$ cat config.mk
export PLATFORM = sky130hd
export DESIGN_NAME = aes_serial_master
export DESIGN_NICKNAME = d
export VERILOG_FILES = /design/src/rtl/aes_serial_master.sv
export SDC_FILE = /design/constraint.sdc
export NUM_CORES = 1
export LEC_CHECK = 0
export CAP_MARGIN = 20
export CORE_MARGIN = 4
export CORE_UTILIZATION = 50
export CTS_BUF_LIST = sky130_fd_sc_hd__clkbuf_8
export DETAILED_ROUTE_END_ITERATION = 10
export PLACE_DENSITY = 0.79
export SKIP_CTS_REPAIR_TIMING = 1
export SYNTH_ARGS = -nofsm -noshare
export SYNTH_HDL_FRONTEND = slang
export SYNTH_SLANG_ARGS = --single-unit
export TNS_END_PERCENT = 10
$ cat constraint.sdc
create_clock -name clk -period 2.4 [get_ports clk]
set_input_delay 0.48 -clock clk [delete_from_list [all_inputs] [get_ports clk]]
set_output_delay 0.48 -clock clk [all_outputs]
set_load 0.01 [all_outputs]
$ cat src/rtl/aes_serial_master.sv
// -----------------------------------------------------------------------------
// aes_serial_master
//
// Host-side bridge for one serial Encrypt/Decrypt core. A job is a 128-bit
// data block plus a 128-bit key, accepted on a valid/ready handshake. Both
// are streamed LSB first into the core over cs/miso (data bits first, then
// key bits). The 128-bit result is then shifted back in from mosi and held on
// a valid/ready output until it is taken.
//
// Frame on the link (defaults LOAD_LEAD = GAP = READ_LEAD = 1):
//   cs high LOAD_LEAD+256 cycles  (LOAD_LEAD lead cycles with miso=0, then 256 bits)
//   cs low  GAP cycles
//   cs high READ_LEAD+128 cycles  (READ_LEAD lead cycles, then 128 mosi samples)
//
// Ports:
//   clk        system clock, rising edge
//   rst        asynchronous active-low reset
//   in_valid   data_in/key_in valid         in_ready   idle, job accepted
//   data_in    128-bit block                key_in     128-bit key
//   out_valid  data_out valid               out_ready  consumer takes data_out
//   data_out   128-bit result
//   cs, miso   chip select and serial data to the core
//   mosi       serial result from the core
//   job_cnt    completed-job counter (only with AES_MASTER_CNT_EN)
//
// Build option: define AES_MASTER_CNT_EN to add the 16-bit job_cnt output,
// which counts output handshakes and wraps at 16'hFFFF.
//
// LOAD_LEAD, GAP and READ_LEAD are expected to be at least 1.
// -----------------------------------------------------------------------------
module aes_serial_master #(
    parameter int unsigned LOAD_LEAD = 1,
    parameter int unsigned GAP       = 1,
    parameter int unsigned READ_LEAD = 1,
    parameter int unsigned CNT_W     = 9
) (
    input  logic         clk,
    input  logic         rst,
    input  logic         in_valid,
    output logic         in_ready,
    input  logic [127:0] data_in,
    input  logic [127:0] key_in,
    output logic         out_valid,
    input  logic         out_ready,
    output logic [127:0] data_out,
    output logic         cs,
    output logic         miso,
`ifdef AES_MASTER_CNT_EN
    output logic [15:0]  job_cnt,
`endif
    input  logic         mosi
);

    typedef enum logic [2:0] {
        S_IDLE,
        S_LLEAD,
        S_LOAD,
        S_GAP,
        S_RLEAD,
        S_READ,
        S_DONE
    } state_e;

    // Terminal counts of each timed state; the counter restarts at 0 on
    // every state entry, so it never needs to wrap.
    localparam logic [CNT_W-1:0] LLEAD_LAST = CNT_W'(LOAD_LEAD - 1);
    localparam logic [CNT_W-1:0] LOAD_LAST  = CNT_W'(255);
    localparam logic [CNT_W-1:0] GAP_LAST   = CNT_W'(GAP - 1);
    localparam logic [CNT_W-1:0] RLEAD_LAST = CNT_W'(READ_LEAD - 1);
    localparam logic [CNT_W-1:0] READ_LAST  = CNT_W'(127);
    localparam logic [CNT_W-1:0] CNT_ONE    = CNT_W'(1);

    state_e             state_q, state_d;
    logic [CNT_W-1:0]   cnt_q, cnt_d;
    logic [255:0]       sr_q, sr_d;        // {key, data}, shifted right as bits go out
    logic [127:0]       res_q, res_d;      // result, filled from the MSB end
    logic [127:0]       data_out_q, data_out_d;
    logic               cs_q, cs_d;
    logic               miso_q, miso_d;

    // NOTE: every signal assigned in this block gets a default first, so no
    // path can leave it unassigned and infer a latch.
    always_comb begin
        state_d    = state_q;
        cnt_d      = cnt_q;
        sr_d       = sr_q;
        res_d      = res_q;
        data_out_d = data_out_q;
        cs_d       = cs_q;
        miso_d     = miso_q;

        case (state_q)
            S_IDLE: begin
                // Being in IDLE is exactly in_ready, so in_valid alone accepts.
                if (in_valid) begin
                    sr_d    = {key_in, data_in};
                    cs_d    = 1'b1;
                    miso_d  = 1'b0;
                    cnt_d   = '0;
                    state_d = S_LLEAD;
                end
            end
            S_LLEAD: begin
                if (cnt_q == LLEAD_LAST) begin
                    miso_d  = sr_q[0];
                    sr_d    = {1'b0, sr_q[255:1]};
                    cnt_d   = '0;
                    state_d = S_LOAD;
                end else begin
                    cnt_d = cnt_q + CNT_ONE;
                end
            end
            S_LOAD: begin
                // cnt_q is the index of the bit currently on miso.
                if (cnt_q == LOAD_LAST) begin
                    cs_d    = 1'b0;
                    miso_d  = 1'b0;
                    cnt_d   = '0;
                    state_d = S_GAP;
                end else begin
                    miso_d = sr_q[0];
                    sr_d   = {1'b0, sr_q[255:1]};
                    cnt_d  = cnt_q + CNT_ONE;
                end
            end
            S_GAP: begin
                if (cnt_q == GAP_LAST) begin
                    cs_d    = 1'b1;
                    cnt_d   = '0;
                    state_d = S_RLEAD;
                end else begin
                    cnt_d = cnt_q + CNT_ONE;
                end
            end
            S_RLEAD: begin
                if (cnt_q == RLEAD_LAST) begin
                    cnt_d   = '0;
                    state_d = S_READ;
                end else begin
                    cnt_d = cnt_q + CNT_ONE;
                end
            end
            S_READ: begin
                // Shifting in at the top leaves the first-received bit at [0]
                // after 128 samples.
                res_d = {mosi, res_q[127:1]};
                if (cnt_q == READ_LAST) begin
                    data_out_d = {mosi, res_q[127:1]};
                    cs_d       = 1'b0;
                    cnt_d      = '0;
                    state_d    = S_DONE;
                end else begin
                    cnt_d = cnt_q + CNT_ONE;
                end
            end
            S_DONE: begin
                if (out_ready) begin
                    state_d = S_IDLE;
                end
            end
            default: begin
                state_d = S_IDLE;
            end
        endcase
    end

    // NOTE: state updates use non-blocking assignments so every flop samples
    // the values from before the edge, independent of statement order.
    // NOTE: the wide shift/result registers are reset along with the control
    // flops; a reset mid-job must leave no partial data on data_out.
    always_ff @(posedge clk or negedge rst) begin
        if (!rst) begin
            state_q    <= S_IDLE;
            cnt_q      <= '0;
            sr_q       <= '0;
            res_q      <= '0;
            data_out_q <= '0;
            cs_q       <= 1'b0;
            miso_q     <= 1'b0;
        end else begin
            state_q    <= state_d;
            cnt_q      <= cnt_d;
            sr_q       <= sr_d;
            res_q      <= res_d;
            data_out_q <= data_out_d;
            cs_q       <= cs_d;
            miso_q     <= miso_d;
        end
    end

    assign in_ready  = (state_q == S_IDLE);
    assign out_valid = (state_q == S_DONE);
    assign data_out  = data_out_q;
    assign cs        = cs_q;
    assign miso      = miso_q;

`ifdef AES_MASTER_CNT_EN
    logic [15:0] job_cnt_q, job_cnt_d;

    always_comb begin
        job_cnt_d = job_cnt_q;
        if (out_valid && out_ready) begin
            job_cnt_d = job_cnt_q + 16'd1;    // wraps naturally at 16'hFFFF
        end
    end

    always_ff @(posedge clk or negedge rst) begin
        if (!rst) begin
            job_cnt_q <= '0;
        end else begin
            job_cnt_q <= job_cnt_d;
        end
    end

    assign job_cnt = job_cnt_q;
`endif

endmodule
==> reports/metrics.cfg <==
[power]
p_per_area_nw_per_um2 = 1220
vdd.ir_drop.worst_mv = 0.8588
power.internal_mw = 26.84
p_leak_nw = 15.10
seq_power_share_pct = 33.9
power_frac_clock_pct = 20.1
p_sw_share_pct = 29.31
p_comb_share_pct = 46.0
p_switching_mw = 11.13

[yosys]
synth_mux_area_share_pct = 33.81
synth_compound_area_share_pct = 1.064
synth-xor-area-share_pct = 0
synth-seq-area-share_pct = 54.78
avgSynthCellArea_um2 = 13.68
synth_top_family_by_area = multiplexers
syn-num-nets = 2019
synthArstFlopShare_pct = 100.0
yosys_warnings = 0
syn_area_um2 = 23980
synth-main-ff-cell = dfrtp_1
synth.distinct_cells = 43
synthSimpleGateAreaFrac_pct = 7.335
ys_ff_latch = 525
synth_edf_count = 0
synth-adder-area-share_pct = 0.2609
syn_inst = 1753

[route]
wl_per_cell_um = 19.31
drc_errors = 0
wl_mm = 56.05
detail_route.vias_per_cell = 5.206
vias = 15107
antenna_left = 0
drtPass1Iterations = 5
drt_iter0_markers = 916

[clock_network]
numClockSinks = 525
cts-htree-levels = 3
cts_tree = done
clk_latency_ns = 0.65
clockBufferDepth = 3
cts_root_buffer = clkbuf_8
clkTransAtPathRegs_ns = 0.06
cts_made_buffers = 88

[placement]
routabilityCongestion = 0.8359
hpwlAfterDp_mm = 38.75
io_buffers = 392
dp_slack_ns = -0.1406

[worst_setup_path]
max_stage_delay_ns = 0.43
crit_buf_inv = 2
slowest_stage = a211o_4
worstPathArrival_ns = 2.89
start_kind = register
crit_path_max_fanout = 10
crit_chain = ha_2 > and3_4 > and3_4 > ha_2 > a211o_4 > buf_12 > clkbuf_16 > mux2_4
rr_startpoint = cnt_q[0]
cp-end-kind = register
crit_type = reg -> reg
crit_path_start = cnt_q[0]
required_ns = 2.93
critPathTopFamily = compound AO/OA/AOI/OAI gates

[timing]
grt_setup_unrepaired = yes
setup_slack_ns = 0.03942
setup_viol = 0
fin_crit_sh_pct = 98.36
skew_ns = 0.01614
maxSlewViolCount = 0
worst_slew_pin_slew_ns = 0.6500
fin_setup_tns_ns = 0
max_freq_ghz = 0.4236
finalCriticalPeriod_ns = 2.361
holdWs_ns = 0.3922
slew_headroom_pct = 56.67
hold_viol = 0

[final_layout]
area_growth_pct = 29.77
layout_common_cells = dfrtp_1, nand2_1, mux2_2, clkdlybuf4s50_1, mux2_4
final_core_util_pct = 66.29
fill_cells = 3280
final_layout_size_suffix_gt1_share_pct = 38.34
final_common_cell = dfrtp_1
seqCellArea_um2 = 13140
layout.nets = 2494
multi_input_area_um2 = 10250

[outcome]
status = finished clean

[floorplan]
die_area_um2 = 51530
start_util_pct = 51.08
die_w_um = 227.0
die_h_um = 227.0
coreArea_um2 = 46950
core.rowCount = 79
io_pins = 393

[global_route]
grt_max_degree = 130
grt_pass1_wl_mm = 87.71
grt_pass1_vias = 16195
grt_usage_pct = 21.23
overflow = 0
antenna_found_initial = 4

[worst_hold_path]
holdCritPathClass = in -> async

[job]
maxCapViolations = 0

[area by class of cell]
class                   instances  share of cell area (%)
flip-flops and latches        525                   42.23
multi-input cells            1117                   32.95
repair buffers                489                   16.81
clock buffers                 105                   4.643
well taps                     607                   2.440
clock inverters                47                  0.7920
inverters                       7                  0.1005
diodes                          5                 0.04020
[metal layers]
metal,up-vias,global-route usage [%],wire [µm]
li1,6994,-,-
met1,7664,28.15,23960
met2,337,35.36,28220
met3,112,3.714,2098
met4,0,8.062,1770
met5,-,0,0
[cells in the mapped netlist, types with 2 or more instances]
cell type	n	share of area, %
a31oi_1	2	0.052
o21a_1	2	0.063
a22oi_1	3	0.094
dfrtp_1	525	55
nor3_1	5	0.10
mux2_2	394	18
and3_1	3	0.078
o41ai_1	3	0.11
nand4_1	2	0.052
nand2_1	398	6.2
nand3_1	4	0.083
nor2b_1	4	0.10
mux2_1	6	0.28
ha_1	5	0.26
clkbuf_1	41	0.64
and2_1	2	0.052
mux2_4	240	15
buf_1	3	0.047
buf_2	33	0.69
o31ai_1	2	0.063
or3_1	2	0.052
o32ai_1	5	0.18
nor2_1	8	0.13
nand2b_1	4	0.10
o21ai_0	5	0.10
buf_6	27	1.3
a21oi_1	3	0.063
inv_1	7	0.11
[through the flow]
step / cell area (µm²) / total power, mW / std cells
2_1_floorplan: 23980 / 26.03 / 1753
3_3_place_gp: 29170 / 29.18 / 2735
3_5_place_dp: 29170 / 29.84 / 2735
4_1_cts: 30860 / 37.67 / 2887
5_1_grt: 31120 / 39.95 / 2901
6_report: 31120 / 37.97 / 2902
[state kept, by name, summed over array words and instances (netlist names)]
register / flops
sr_q: 256
data_out: 128
res_q: 127
cnt_q: 9
state_q: 3
cs: 1
miso: 1
[worst reg2reg max path, stage by stage, from the launching register on]
cell and delay (ns):
dfrtp_1 0.39, ha_2 0.19, and3_4 0.18, and3_4 0.17
ha_2 0.19, a211o_4 0.43, buf_12 0.20, clkbuf_16 0.19
mux2_4 0.30
[power groups by stage]
stage	logic, mW	clock network (mW)	registers [mW]
6_report	17.5	7.61	12.9
5_1_grt	18.6	8.28	13.1
4_1_cts	17.0	7.85	12.8
3_5_place_dp	17.0	0	12.9
3_3_place_gp	16.4	0	12.8
2_1_floorplan	13.7	0	12.3
[logic make-up (layout without fill, tap and decap cells)]
family | after synthesis | after routing
buf+inv | 111 | 648
other cells | 0 | 5
mux | 640 | 640
compound gates | 33 | 33
flops | 525 | 525
fa+ha+maj | 5 | 5
simple gates | 439 | 439
[worst paths after layout]
path,to,slack [ns],cells past startpoint
worst max-delay path,sr_q[182],0.04,8
worst min-delay path,sr_q[162],0.39,2
worst max register to register,sr_q[182],0.04,8
min in group clk,res_q[127],0.43,3
worst min register to register,res_q[1],0.48,2
max in group asynchronous,sr_q[152],1.25,3
Note: power is estimated with default switching activity, not from simulation.
